$ cat src/rtl/au_wb_skid_buffer.sv
// Two-entry in-order result buffer between the arithmetic unit and writeback.
// Accept-to-output latency is 1 cycle; in_ready is registered (not-full), so writeback stalls never reach execute combinationally.
module au_wb_skid_buffer #(
  parameter int DATA_WIDTH  = 32,
  parameter int RADDR_WIDTH = 5
) (
  input  logic                   CLK,
  input  logic                   RST,
  input  logic                   flush,
  input  logic                   in_valid,
  output logic                   in_ready,
  input  logic [DATA_WIDTH-1:0]  wdata_au,
  input  logic                   wen_au,
  input  logic [RADDR_WIDTH-1:0] rd_in,
  output logic                   wb_valid,
  input  logic                   wb_ready,
  output logic [DATA_WIDTH-1:0]  wb_wdata,
  output logic                   wb_wen,
  output logic [RADDR_WIDTH-1:0] wb_rd,
  input  logic [RADDR_WIDTH-1:0] fwd_hit_rd,
  output logic                   fwd_hit,
  output logic [DATA_WIDTH-1:0]  fwd_data,
  output logic [1:0]             occupancy
);

  typedef enum logic [1:0] {
    EMPTY = 2'd0,
    ONE   = 2'd1,
    FULL  = 2'd2
  } state_t;

  state_t                 state, state_nxt;
  logic                   head, head_nxt;
  logic                   ready_q;
  logic [DATA_WIDTH-1:0]  data_q [2];
  logic [1:0]             wen_q;
  logic [RADDR_WIDTH-1:0] rd_q [2];

  logic accept;
  logic dequeue;
  logic tail;

  assign accept  = in_valid & ready_q & ~flush;
  assign dequeue = (state != EMPTY) & wb_ready & ~flush;
  // Tail is head+count mod 2; only meaningful in EMPTY/ONE, where accept is possible.
  assign tail    = head ^ (state == ONE);

  always_comb begin
    state_nxt = state;
    head_nxt  = head;
    if (flush) begin
      state_nxt = EMPTY;
      head_nxt  = 1'b0;
    end else begin
      case (state)
        EMPTY: begin
          if (accept) state_nxt = ONE;
        end
        ONE: begin
          if (dequeue) head_nxt = ~head;
          if (accept && !dequeue)      state_nxt = FULL;
          else if (!accept && dequeue) state_nxt = EMPTY;
        end
        FULL: begin
          if (dequeue) begin
            state_nxt = ONE;
            head_nxt  = ~head;
          end
        end
        default: state_nxt = EMPTY;
      endcase
    end
  end

  always_ff @(posedge CLK or posedge RST) begin
    if (RST) begin
      state     <= EMPTY;
      head      <= 1'b0;
      ready_q   <= 1'b0;
      data_q[0] <= '0;
      data_q[1] <= '0;
      wen_q     <= '0;
      rd_q[0]   <= '0;
      rd_q[1]   <= '0;
    end else begin
      state   <= state_nxt;
      head    <= head_nxt;
      ready_q <= (state_nxt != FULL);
      if (accept) begin
        data_q[tail] <= wdata_au;
        wen_q[tail]  <= wen_au & (rd_in != '0);
        rd_q[tail]   <= rd_in;
      end
    end
  end

  assign in_ready  = ready_q;
  assign occupancy = state;
  assign wb_valid  = (state != EMPTY);
  assign wb_wdata  = wb_valid ? data_q[head] : '0;
  assign wb_wen    = wb_valid & wen_q[head];
  assign wb_rd     = wb_valid ? rd_q[head] : '0;

  // Older entry is checked first so the younger one overrides it.
  always_comb begin
    fwd_hit  = 1'b0;
    fwd_data = '0;
    if (fwd_hit_rd != '0) begin
      if (state != EMPTY && wen_q[head] && rd_q[head] == fwd_hit_rd) begin
        fwd_hit  = 1'b1;
        fwd_data = data_q[head];
      end
      if (state == FULL && wen_q[~head] && rd_q[~head] == fwd_hit_rd) begin
        fwd_hit  = 1'b1;
        fwd_data = data_q[~head];
      end
    end
  end

endmodule

$ cat config.mk
export PLATFORM = sky130hd
export DESIGN_NAME = au_wb_skid_buffer
export DESIGN_NICKNAME = d
export VERILOG_FILES = /design/src/rtl/au_wb_skid_buffer.sv
export SDC_FILE = /design/constraint.sdc
export NUM_CORES = 1
export LEC_CHECK = 0
export ABC_AREA = 1
export CAP_MARGIN = 5
export CORE_ASPECT_RATIO = 1.4
export CORE_MARGIN = 2
export CORE_UTILIZATION = 46
export CTS_CLUSTER_DIAMETER = 120
export DETAILED_ROUTE_END_ITERATION = 10
export HOLD_SLACK_MARGIN = 0.08
export PLACE_DENSITY_LB_ADDON = 0.15
export SYNTH_ARGS = -nofsm -noshare
export SYNTH_HDL_FRONTEND = slang
export SYNTH_SLANG_ARGS = --single-unit
$ cat constraint.sdc
create_clock -name CLK -period 2.4 [get_ports CLK]
set_input_delay 0.48 -clock CLK [delete_from_list [all_inputs] [get_ports CLK]]
set_output_delay 0.48 -clock CLK [all_outputs]
set_load 0.005 [all_outputs]
==> impl_metrics.py <==
metrics = {
    "outcome": {
        "status": "finished, violations left",
        "violations": "negative setup slack",
    },
    "timing": {
        "fmax_ghz": 0.361,
        "skew_ns": 0.00389,
        "slew_headroom_pct": 61.0,
        "rsz0062_at_grt": "true",
        "hold_viol_final": 0,
        "fin_crit_ns": 2.77,
        "setup_slack_ns": -0.371,
        "worst_pin_slew_ns": 0.584,
        "slew_viol_final": 0,
        "fin_crit_sh_pct": 115,
        "finalSetupViolCount": 64,
    },
    "pwr": {
        "power.switching_mw": 2.47,
        "internal-power_mw": 3.91,
        "p_seq_share_pct": 34.3,
        "swShare_pct": 38.7,
        "p_leak_nw": 3.84,
        "power_density_mw_per_mm2": 845,
        "clkPwrFrac_pct": 23.4,
        "ir_worst_vdd_uv": 504,
        "power.total_mw": 6.38,
        "combPwrFrac_pct": 42.4,
    },
    "grt": {
        "grt_pass1_vias": 5318,
        "antenna_found_initial": 0,
        "grt_overflow_total": 0,
        "grt_pass1_wl_um": 25200,
        "grt_max_degree": 77,
        "track_usage_pct": 26.3,
    },
    "worst_setup_path": {
        "path_cells": "inv_6 > buf_4 > o21ai_0 > nor2_1 > clkdlybuf4s50_1",
        "r2r-end": "data_q[22]",
        "start_kind": "flip-flop",
        "r2r-start": "head",
        "r2r_slack_ns": 0.37,
        "end_kind": "primary output",
        "critPathArrivalTime_ns": 2.29,
        "critPathCapture": "wb_wdata[22]",
        "crit_path_top_delay_cell": "clkdlybuf4s50_1",
        "crit_type": "flip-flop to primary output",
        "path_max_fanout": 36,
        "critPathLaunch": "head",
        "worst-path-stages": 5,
        "worst_ep_required_time_ns": 1.92,
        "cpLargestDelayFamily": "buffers and inverters",
        "rr_worst_depth": 7,
        "max_stage_delay_ns": 0.52,
        "crit_buf_inv": 3,
    },
    "synthesis": {
        "synth_common_cells": "nand2_1, o21ai_0, inv_1, dfrtp_1, nor2_1",
        "ys_top_cells_by_area": "dfrtp_1, nand2_1, o21ai_0, inv_1, nor2_1",
        "synth_top_family_by_area": "simple AND/OR/NAND/NOR gates",
        "synthSimpleGateAreaFrac_pct": 32.0,
        "yosysMostFrequentCell": "nand2_1",
        "synth-compound-area-share_pct": 15.0,
        "synth_nets": 829,
        "synth_top_area_share_pct": 39.4,
        "yosys_warnings": 0,
        "ys.flop_type": "dfrtp_1",
        "synth.cell_area_mm2": 0.00508,
        "avgSynthCellArea_um2": 6.54,
        "synth-seq-cells": 80,
        "synth_top_cell_by_area": "dfrtp_1",
        "ys_async_sr_fraction_pct": 100,
        "ys_seq_area_share_pct": 39.4,
        "syn_inst": 777,
        "synth_edf_count": 0,
        "synthMuxAreaShare_pct": 0.591,
        "synth_fa_ha_area_share_pct": 0.985,
        "synth_xor_area_share_pct": 0.172,
        "synth_cell_types": 27,
    },
    "route": {
        "wl_um": 16500,
        "drc_errors": 0,
        "dr.pass1.iters": 6,
        "viasPerCell": 5.30,
        "ant_nets": 0,
        "drt-initial-drc-count": 483,
        "num_vias": 5664,
        "routedWlPerCell_um": 15.5,
    },
    "clocking": {
        "htreeDepth": 3,
        "cts.path.max_buffers": 2,
        "path_clk_slew_ns": 0.06,
        "clk_latency_ns": 0.34,
        "cts_tree": "done",
        "cts-hold-fix-buffers": 0,
        "numCtsBuffers": 9,
        "clk_root_buffer_cell": "clkbuf_16",
        "cts_sinks": 80,
    },
    "floorplan": {
        "die_w_um": 92.8,
        "die_area_mm2": 0.0119,
        "io_pins": 123,
        "initial_core_util_pct": 47.0,
        "die_h_um": 128,
        "coreArea_mm2": 0.0108,
        "row_count": 45,
    },
    "placed_design": {
        "place_congestion": 0.813,
        "postPlaceCellArea_mm2": 0.00661,
        "io_buffers": 122,
        "dp.final_hpwl_um": 9730,
        "dp_slack_ns": -0.575,
    },
    "final_layout": {
        "fin_util_pct": 69.8,
        "drive_gt1_share_pct": 21.3,
        "fillers": 901,
        "antenna_cells": 0,
        "postLayoutCellArea_mm2": 0.00755,
        "layout.nets": 974,
        "area_delta_synth_final_pct": 48.6,
    },
    "min_path": {
        "hold_start": "data_q[48]",
        "holdCritPathClass": "flip-flop to flip-flop",
    },
    "flow_run": {
        "drv_cap": 0,
    },
}
-- stage by stage --
| step | setup TNS (ns) | hold WS [ns] | cells |
|---|---|---|---|
| floorplan | 0 | 0.453 | 777 |
| global placement | -15.97 | 0.465 | 1030 |
| detailed placement | -18.12 | 0.473 | 1030 |
| CTS | -17.48 | 0.487 | 1059 |
| global route | -22.32 | 0.496 | 1068 |
| finish | -16.10 | 0.481 | 1068 |
-- how the worst min path moves through the flow --
stage,endpoint,cells after the start
floorplan,data_q[32],2
global placement,data_q[43],2
detailed placement,data_q[42],2
CTS,data_q[34],2
global route,data_q[42],2
finish,data_q[48],2
-- sequential cells by signal, summed over array words and instances, names as in the netlist --
signal     count
wen_q          2
data_q        64
head           1
occupancy      2
in_ready       1
rd_q          10
-- routing by layer --
metal,share of wire [%],global-route usage [%]
met5,0,0
met4,2.9,10.8
met3,5.9,3.17
met2,51,45.3
met1,41,33.6
-- logic make-up (layout without fill, tap and decap cells) --
logic type,count (synthesis),in the layout
xor gates and xnor gates,1,1
AOI/OAI and AO/OA,152,152
DFF,80,80
buffers and inverters,142,292
and+or+nand+nor,395,395
muxes,3,3
adders and majority gates,4,4
-- power groups by stage --
| stage | combinational (mW) | clock, mW | sequential (mW) |
|---|---|---|---|
| finish | 2.70 | 1.49 | 2.19 |
| global route | 3.03 | 1.55 | 2.25 |
| CTS | 2.37 | 1.50 | 2.15 |
| detailed placement | 2.22 | 0 | 2.16 |
| global placement | 2.17 | 0 | 2.13 |
| floorplan | 1.49 | 0 | 2.07 |
-- what timing repair did --
action,in CTS,in global routing
cloned,3,4
resized for setup,106,163
setup buffers,12,8
endpoints found under the setup margin,70,70
pin swaps,8,43
-- cells in the final DEF, fill, tap and decap left out, types with 3 or more instances in the layout --
| master | count |
|---|---|
| dlymetal6s2s_1 | 4 |
| buf_16 | 3 |
| nand2_4 | 8 |
| clkbuf_2 | 11 |
| buf_8 | 3 |
| clkdlybuf4s50_1 | 81 |
| nand2_2 | 23 |
| buf_12 | 9 |
| ha_1 | 3 |
| nor2_2 | 10 |
| inv_1 | 86 |
| dfrtp_1 | 79 |
| nand3_2 | 4 |
| buf_6 | 11 |
| nand3_1 | 11 |
| nor2_1 | 43 |
| dlygate4sd2_1 | 3 |
| nor2_4 | 27 |
| buf_2 | 22 |
| clkbuf_16 | 13 |
| o21ai_0 | 133 |
| clkinvlp_4 | 3 |
| o21ai_1 | 10 |
| nand2_1 | 232 |
| nand4_1 | 34 |
| a21oi_1 | 5 |
| buf_4 | 35 |
-- tightest hold or removal path: stages (launching register included) --
cell,delay (ns)
dfrtp_1,0.34
nand2_1,0.05
o21ai_0,0.06
-- layout make-up --
cell class	count	area [um2]	area share, %
clock buffers	11	243	3.22
clock inverters	5	80.1	1.06
inverters	90	347	4.59
multi-input cells	555	2850	37.8
flip-flops and latches	80	2000	26.5
well taps	141	176	2.34
repair buffers	186	1850	24.5
(Power assumes the default switching activity.)
